**src/rtl/cgol_pkg.sv**
```systemverilog
// Shared types and constants for the Game of Life board loader.
package cgol_pkg;

    // Loader FSM states
    typedef enum logic [2:0] {
        IDLE  = 3'd0,
        ROWS  = 3'd1,
        CSUM  = 3'd2,
        REQ   = 3'd3,
        WRITE = 3'd4,
        DONE  = 3'd5
    } loader_state_t;

    // Default frame header byte
    localparam logic [7:0] SYNC_DEFAULT = 8'hA5;

    // Default row address width and resulting frame length (header + rows + checksum)
    localparam int unsigned REGBITS_DEFAULT = 3;
    localparam int unsigned FRAME_LEN       = (1 << REGBITS_DEFAULT) + 2;

    // Frame length for an arbitrary row address width
    function automatic int unsigned frame_len(input int unsigned regbits);
        return (1 << regbits) + 2;
    endfunction

endpackage

```
**src/rtl/loader_rowbuf.sv**
```systemverilog
// Row buffer: holds one received frame until it is committed to the state file.
module loader_rowbuf
    import cgol_pkg::*;
#(
    parameter int unsigned WIDTH   = 8,
    parameter int unsigned REGBITS = 3
) (
    input  logic               ph1,
    input  logic               reset,
    input  logic               i_we,
    input  logic [REGBITS-1:0] i_widx,
    input  logic [WIDTH-1:0]   i_wdata,
    input  logic [REGBITS-1:0] i_ridx,
    output logic [WIDTH-1:0]   o_rdata
);

    localparam int unsigned DEPTH = 1 << REGBITS;

    logic [WIDTH-1:0] r_mem [DEPTH];

    // Storage array with a single write port
    always_ff @(posedge ph1 or negedge reset) begin
        if (!reset) begin
            for (int i = 0; i < int'(DEPTH); i++) begin
                r_mem[i] <= '0;
            end
        end else if (i_we) begin
            r_mem[i_widx] <= i_wdata;
        end
    end

    // Combinational read port
    assign o_rdata = r_mem[i_ridx];

endmodule

```
**src/rtl/board_loader.sv**
```systemverilog
// Framed byte-stream loader that checks a board pattern and writes it into the state file.
module board_loader
    import cgol_pkg::*;
#(
    parameter int unsigned WIDTH   = 8,
    parameter int unsigned REGBITS = 3,
    parameter logic [WIDTH-1:0] SYNC = WIDTH'(SYNC_DEFAULT),
    parameter int unsigned TIMEOUT = 255
) (
    input  logic               ph1,
    input  logic               reset,
    input  logic               in_valid,
    input  logic [WIDTH-1:0]   in_data,
    output logic               in_ready,
    output logic               hold,
    input  logic               hold_ack,
    output logic               wr_en,
    output logic [REGBITS-1:0] wr_addr,
    output logic [WIDTH-1:0]   wr_data,
    output logic               done,
    output logic               err
);

    localparam int unsigned TMO_W = (TIMEOUT < 2) ? 1 : $clog2(TIMEOUT);
    localparam logic [REGBITS-1:0] LAST_ROW = '1;

    loader_state_t      r_state;
    logic [REGBITS-1:0] r_cnt;
    logic [WIDTH-1:0]   r_acc;
    logic [TMO_W-1:0]   r_tmo;

    logic               w_xfer;
    logic               w_tmo_hit;
    logic [REGBITS-1:0] w_cnt_inc;
    logic [REGBITS-1:0] w_rd_idx;
    logic [WIDTH-1:0]   w_rd_data;
    logic               w_buf_we;

    // Byte handshake and counter helpers
    assign in_ready  = (r_state == IDLE) || (r_state == ROWS) || (r_state == CSUM);
    assign w_xfer    = in_valid && in_ready;
    assign w_tmo_hit = (r_tmo == TMO_W'(TIMEOUT - 1));
    assign w_cnt_inc = REGBITS'(r_cnt + 1'b1);
    assign w_buf_we  = w_xfer && (r_state == ROWS);
    // REQ preloads row 0; WRITE looks one row ahead of the row being driven out
    assign w_rd_idx  = (r_state == WRITE) ? w_cnt_inc : '0;

    loader_rowbuf #(
        .WIDTH   (WIDTH),
        .REGBITS (REGBITS)
    ) u_rowbuf (
        .ph1     (ph1),
        .reset   (reset),
        .i_we    (w_buf_we),
        .i_widx  (r_cnt),
        .i_wdata (in_data),
        .i_ridx  (w_rd_idx),
        .o_rdata (w_rd_data)
    );

    // Loader FSM with registered outputs
    always_ff @(posedge ph1 or negedge reset) begin
        if (!reset) begin
            r_state <= IDLE;
            r_cnt   <= '0;
            r_acc   <= '0;
            r_tmo   <= '0;
            hold    <= 1'b0;
            wr_en   <= 1'b0;
            wr_addr <= '0;
            wr_data <= '0;
            done    <= 1'b0;
            err     <= 1'b0;
        end else begin
            done <= 1'b0;
            err  <= 1'b0;
            case (r_state)
                IDLE: begin
                    if (w_xfer && (in_data == SYNC)) begin
                        r_state <= ROWS;
                        r_cnt   <= '0;
                        r_acc   <= '0;
                        r_tmo   <= '0;
                    end
                end
                ROWS: begin
                    if (w_xfer) begin
                        r_acc <= r_acc ^ in_data;
                        r_tmo <= '0;
                        if (r_cnt == LAST_ROW) begin
                            r_state <= CSUM;
                            r_cnt   <= '0;
                        end else begin
                            r_cnt <= w_cnt_inc;
                        end
                    end else if (w_tmo_hit) begin
                        err     <= 1'b1;
                        r_state <= IDLE;
                    end else begin
                        r_tmo <= TMO_W'(r_tmo + 1'b1);
                    end
                end
                CSUM: begin
                    if (w_xfer) begin
                        r_tmo <= '0;
                        if (in_data == r_acc) begin
                            r_state <= REQ;
                            hold    <= 1'b1;
                        end else begin
                            err     <= 1'b1;
                            r_state <= IDLE;
                        end
                    end else if (w_tmo_hit) begin
                        err     <= 1'b1;
                        r_state <= IDLE;
                    end else begin
                        r_tmo <= TMO_W'(r_tmo + 1'b1);
                    end
                end
                REQ: begin
                    if (hold_ack) begin
                        r_state <= WRITE;
                        r_cnt   <= '0;
                        wr_en   <= 1'b1;
                        wr_addr <= '0;
                        wr_data <= w_rd_data;
                    end
                end
                WRITE: begin
                    // hold_ack is not rechecked: once started, the commit runs to completion
                    if (r_cnt == LAST_ROW) begin
                        r_state <= DONE;
                        r_cnt   <= '0;
                        wr_en   <= 1'b0;
                        wr_addr <= '0;
                        wr_data <= '0;
                        hold    <= 1'b0;
                        done    <= 1'b1;
                    end else begin
                        r_cnt   <= w_cnt_inc;
                        wr_addr <= w_cnt_inc;
                        wr_data <= w_rd_data;
                    end
                end
                DONE: begin
                    r_state <= IDLE;
                end
                default: begin
                    r_state <= IDLE;
                end
            endcase
        end
    end

endmodule

```
**config.mk**
```make
export PLATFORM = sky130hd
export DESIGN_NAME = board_loader
export DESIGN_NICKNAME = d
export VERILOG_FILES = /design/src/rtl/cgol_pkg.sv /design/src/rtl/loader_rowbuf.sv /design/src/rtl/board_loader.sv
export SDC_FILE = /design/constraint.sdc
export NUM_CORES = 1
export LEC_CHECK = 0
export CAP_MARGIN = 20
export CORE_UTILIZATION = 60
export DETAILED_ROUTE_END_ITERATION = 7
export MAX_ROUTING_LAYER = met4
export PLACE_DENSITY = 0.91
export SYNTH_ARGS = -nofsm -noshare
export SYNTH_HDL_FRONTEND = slang
export SYNTH_SLANG_ARGS = --single-unit
```
**constraint.sdc**
```tcl
create_clock -name ph1 -period 2.65 [get_ports ph1]
set_input_delay 0.6625 -clock ph1 [delete_from_list [all_inputs] [get_ports ph1]]
set_output_delay 0.6625 -clock ph1 [all_outputs]
set_load 0.005 [all_outputs]
```
# ---- Yosys cells after proc, flatten, opt, wreduce, memory -nomap -nowiden
# Index checks and enable logic that the tools add are counted.
# Widths: inputs -> output; s select.
dict set report word_totals {
  inputBits 12
  reg_bits 101
  word_cells 106
  out_inout_bits 16
}
dict set report classes {
  n_lt_le_gt_ge 3
  n_reduce_logical 20
  add_sub_neg 2
  n_bitwise 3
  mux 44
  n_eq_ne 16
}
# cell n
set ops {}
lappend ops {{$mux 8} 9}
lappend ops {{$bwmux 64} 1}
lappend ops {{$pmux 8 s2} 3}
lappend ops {{$mux 3} 12}
lappend ops {{$bmux 8 s3} 1}
lappend ops {{$demux 8 s3} 1}
lappend ops {{$eq 8x8->1 const B} 2}
lappend ops {{$pmux 3 s5} 1}
lappend ops {{$pmux 3 s4} 1}
lappend ops {{$reduce_and 4->1} 3}
lappend ops {{$mux 1} 10}
lappend ops {{$reduce_and 3->1} 3}
lappend ops {{$add 8x1->8 const B} 1}
lappend ops {{$eq 8x8->1} 1}
lappend ops {{$ge 4x4->1 const B} 2}
lappend ops {{$not 3->4} 2}
lappend ops {{$reduce_bool 2->1} 4}
lappend ops {{$xor 8x8->8} 1}
lappend ops {{$eq 3x2->1 const B} 2}
lappend ops {{$eq 3x3->1 const B} 2}
lappend ops {{$ne 2x1->1 const B} 3}
lappend ops {{$ne 2x2->1 const B} 3}
lappend ops {{$pmux 1 s2} 3}
lappend ops {{$pmux 3 s2} 1}
lappend ops {{other kinds (12)} 16}

# ---- Depth between registers and ports, before layout
dict set report depth {
  word_depth 8
  ltp_mapped 9
  ltp_nobuf 7
}

# ---- Cells and area by module
# A second synthesis with hierarchy kept.
dict set report unflattened {
  hier_cells 414
  hier_area_um2 5336.4
}
# mod n_inst area_per_inst_um2 cells_each seq_area_each_um2
set by_module_without_submodules {}
lappend by_module_without_submodules {loader_rowbuf 1 2992.9 172 1601.5}
lappend by_module_without_submodules {board_loader 1 2343.5 242 925.9}

# ---- Least setup slack after synthesis
# OpenSTA, ideal clock, no wires.
dict set report synth_path {
  path_type {register -> register}
  start {register r_cnt[0]}
  end {register wr_data[0]}
  setup_time_ns 0.126
  required_time_ns 2.524
  path_slack_ns 0.529
  synth_period_minus_slack_ns 2.121
  path_stages_with_launch 7
  arrival_ns 1.995
  path_buffers 1
  path_cell_list {dfrtp_1 -> ha_1 -> ha_1 -> and4bb_1 -> buf_6 -> mux4_2 -> a221o_1}
}
dict set report synth_via {
  elab_chain_len 8
  word_cells_on_any_way 10
  cone_classes {1 x add/sub; 1 x eq/ne; 7 x mux; 1 x bitwise}
}
# item line
set synth_lines {}
lappend synth_lines {{from (decl)} board_loader.sv:28} ;# logic [REGBITS-1:0] r_cnt;
lappend synth_lines {{from (signal assigned)} board_loader.sv:94} ;# r_cnt <= w_cnt_inc;
lappend synth_lines {{from (signal assigned)} board_loader.sv:140} ;# r_cnt <= w_cnt_inc;
lappend synth_lines {{$add 3x1->3} board_loader.sv:43} ;# assign w_cnt_inc = REGBITS'(r_cnt + 1'b1);
lappend synth_lines {{$mux 3} board_loader.sv:46} ;# assign w_rd_idx = (r_state == WRITE) ? w_cnt_inc : '0;
lappend synth_lines {{$not 3->4 (not written as such)} loader_rowbuf.sv:33} ;# assign o_rdata = r_mem[i_ridx];
lappend synth_lines {{$bmux 8 s3} loader_rowbuf.sv:33}
lappend synth_lines {{$mux 8 (not written as such) (2 in series)} loader_rowbuf.sv:33}
lappend synth_lines {{$mux 8 (on tied branches)} {board_loader.sv:131, board_loader.sv:121}}
lappend synth_lines {{$pmux 8 s2 (*)} board_loader.sv:77} ;# case (r_state)
lappend synth_lines {{to (signal assigned)} board_loader.sv:126} ;# wr_data <= w_rd_data;
lappend synth_lines {{to (signal assigned)} board_loader.sv:142} ;# wr_data <= w_rd_data;
lappend synth_lines {{to (decl)} board_loader.sv:19} ;# output logic [WIDTH-1:0] wr_data,
# Mark *: on every way between the ends. The rest lies on a longest branch, timed or not. The select of a mux whose other input is x is not followed.
# A chain may end at the register's enable or synchronous reset.

# ---- Worst setup path in the final report
dict set report layout_path {
  start {register r_state[1]}
  end {output port in_ready}
}
dict set report layout_via {
  elab_chain_len 3
  word_cells_on_any_way 5
  cone_classes {2 x eq/ne; 3 x reduce/logical}
}
# item line
set layout_lines {}
lappend layout_lines {{from (decl)} board_loader.sv:27} ;# loader_state_t r_state;
lappend layout_lines {{from (signal assigned)} board_loader.sv:64} ;# r_state <= IDLE;
lappend layout_lines {{from (signal assigned)} board_loader.sv:80} ;# r_state <= ROWS;
lappend layout_lines {{from (signal assigned)} board_loader.sv:91} ;# r_state <= CSUM;
lappend layout_lines {{$eq 3x1->1 or $logic_not 3->1 (tied branches)} board_loader.sv:40} ;# assign in_ready = (r_state == IDLE) || (r_state == ROWS) || (r_state == CSUM);
lappend layout_lines {{$logic_or 1x1->1} board_loader.sv:40}
lappend layout_lines {{$logic_or 1x1->1 (*)} board_loader.sv:40}
lappend layout_lines {{to (decl)} board_loader.sv:14} ;# output logic in_ready,
# Mark *: on every way between the ends. The rest lies on a longest branch, timed or not.

==> results.sh <==
export IMPL_placed_cell_area_um2=5480
export IMPL_skew_ns=0.0152
export IMPL_grt_pass1_vias=3644
export IMPL_die_y_um=93.1
export IMPL_cts_tree="done"
export IMPL_cts_resized=0
export IMPL_synth_area_leader_cell="dfrtp_1"
export IMPL_end_kind="primary output"
export IMPL_syn_area_um2=4980
export IMPL_ys_ff_latch=101
export IMPL_maxSlewHeadroom=0.416
export IMPL_synth_top_area_frac=0.508
export IMPL_port_buffers=27
export IMPL_setup_tns_final_ns=0
export IMPL_grt_usage=0.288
export IMPL_avgSynthCellArea_um2=11.8
export IMPL_nets=475
export IMPL_diodes=0
export IMPL_synth_common_cells="101 x dfrtp_1, 66 x mux2_2, 32 x nor2_1"
export IMPL_first_iter_violations=235
export IMPL_cp_buffers_inverters=1
export IMPL_status="complete, no violations"
export IMPL_critical_path_class="flip-flop to primary output"
export IMPL_cp_cell_sequence="a21oi_1, clkdlybuf4s50_1"
export IMPL_fmax_mhz=422
export IMPL_first_pass_iters=4
export IMPL_antenna_found_initial=0
export IMPL_dp_hpwl_mm=7.36
export IMPL_rsz0062_at_grt="false"
export IMPL_vias=3561
export IMPL_crit_path_max_incr_delay_ns=0.55
export IMPL_cts_buffers=9
export IMPL_clock_path_buffers=2
export IMPL_peakVddDrop_uv=347
export IMPL_p_leak_nw=2.61
export IMPL_clockRootBuffer="clkbuf_8"
export IMPL_fillers=483
export IMPL_cp_required_ns=1.99
export IMPL_clk_pin_slew_ns=0.10
export IMPL_crit_family="flip-flops"
export IMPL_startpoint_type="flip-flop"
export IMPL_totalWireLength_mm=11.0
export IMPL_die_area_um2=8670
export IMPL_start_util=0.631
export IMPL_r2r_slack_ns=0.33
export IMPL_drv_cap=0
export IMPL_grt_max_degree=72
export IMPL_arrival_ns=1.71
export IMPL_powerDensity_nw_per_um2=874
export IMPL_hold_viol_final=0
export IMPL_min_period_ns=2.37
export IMPL_area_growth_pct=14.2
export IMPL_grt_overflow=0
export IMPL_clock_sinks=101
export IMPL_drive_gt1_frac=0.268
export IMPL_holdWs_ns=0.193
export IMPL_wl_per_cell_um=19.5
export IMPL_io_pins=28
export IMPL_critPathSlowestCell="dfrtp_1"
export IMPL_ant_nets=0
export IMPL_fin_crit_sh=0.895
export IMPL_ys_seq_area_frac=0.508
export IMPL_core_rowCount=32
export IMPL_synth_most_common_cell="dfrtp_1"
export IMPL_core_area_um2=7890
export IMPL_worstSkewPairLatency_ns=0.38
export IMPL_synth_async_sr_flop_share=1.00
export IMPL_finalPower_mw=4.97
export IMPL_cts_setup_buffers=0
export IMPL_synthesis_nets=437
export IMPL_drc=0
export IMPL_worst_pin_slew_ns=0.873
export IMPL_final_setup_viol_count=0
export IMPL_yosys_warnings=0
export IMPL_synth_cells=421
export IMPL_hp_class="input pin to asynchronous set/reset pin"
export IMPL_vias_per_cell=6.30
export IMPL_drv_slew=0
export IMPL_ys_types=53
export IMPL_grt_pass1_wl_mm=18.3
export IMPL_synth_area_top_cells="dfrtp_1 51%, mux2_2 15%, mux4_2 3.6%"
export IMPL_stdcell_area_um2=5690
export IMPL_synth_edf_count=0
export IMPL_crit_fanout=18
export IMPL_die_width_um=93.1
export IMPL_htreeDepth=3
export IMPL_synth_main_ff_cell="dfrtp_1"
export IMPL_routabilityCongestion=0.860
export IMPL_hold_buffers=0
routing by layer:
layer  GRT usage  vias to the layer above  routed length (um)
met5           -                        -                   0
met4       0.106                        0                 172
met3      0.0585                       18                 462
met2       0.481                      102                5720
met1       0.348                     1846                4660
li1            -                     1595                   -
logic make-up after synthesis:
kind of cell	synth area share
and+or+nand+nor	0.126
DFF	0.508
AOI/OAI and AO/OA	0.111
muxes	0.200
buffers and inverters	0.0299
xor gates and xnor gates	0.0158
adders and majority gates	0.0101
metrics by stage:
step                 util  instances  worst slack, ns
floorplan               -        421            0.529
global placement    0.694        550            0.150
detailed placement  0.694        550           0.0764
CTS                 0.721        565            0.276
global route        0.721        565            0.205
finish              0.721        565            0.278
area by class of cell:
type	count	area, um2	area share
multi-input cells	287	2300	0.405
clock buffers	10	128	0.0224
repair buffers	54	495	0.0871
flip-flops and latches	101	2530	0.444
inverters	6	22.5	0.00396
well taps	102	128	0.0224
clock inverters	5	85.1	0.0150
registers in the layout (all words and copies together), names as in the netlist:
signal / count
wr_en: 1
wr_addr: 3
done: 1
hold: 1
wr_data: 8
u_rowbuf.r_mem: 64
err: 1
r_cnt: 3
r_state: 3
r_tmo: 8
r_acc: 8
where the power goes:
group          switching (mW)  internal (mW)  leakage [nW]  total, mW
registers               0.315           1.95          1.34       2.26
logic                   0.774          0.863          1.16       1.64
clock network           0.543          0.532         0.103       1.08
total                    1.63           3.34          2.61       4.97
worst register-to-register path, cell delays in order (launching register included):
cell,delay (ns)
dfrtp_1,0.39
ha_1,0.21
ha_1,0.28
and4bb_1,0.21
buf_4,0.20
nand2b_1,0.31
nor2_1,0.24
nor3b_1,0.10
a221o_1,0.27
path summary, 6_finish.rpt:
kind                       startpoint          to  cells past startpoint
max in group asynchronous       reset  wr_data[6]                      2
min                             reset    r_tmo[6]                      1
max reg2reg                  r_cnt[0]  wr_data[3]                      8
min reg2reg                wr_addr[1]  wr_addr[1]                      2
min in group ph1           wr_addr[1]  wr_addr[1]                      2
max                        r_state[1]    in_ready                      2
layout by cell type (no fill, tap or decap), drive strengths merged, types with 4 or more instances in the layout:
cell           Yosys  routed
nand3              6       6
o21ai             30      30
mux4               8       8
nor3b              7       7
dfrtp            101     101
nor2              32      32
inv                6       7
o31ai              5       5
mux2i              7       7
nand2b             7       7
mux2              66      66
a221o              8       8
xnor2              8       8
a21o              12      12
clkbuf            15      10
a31oi              4       4
nand2             25      25
nor2b              4       4
or3                4       4
buf               12      28
a21oi             12      12
ha                 4       4
clkdlybuf4s50      0      26
Note: power is estimated with default switching activity, not from simulation.
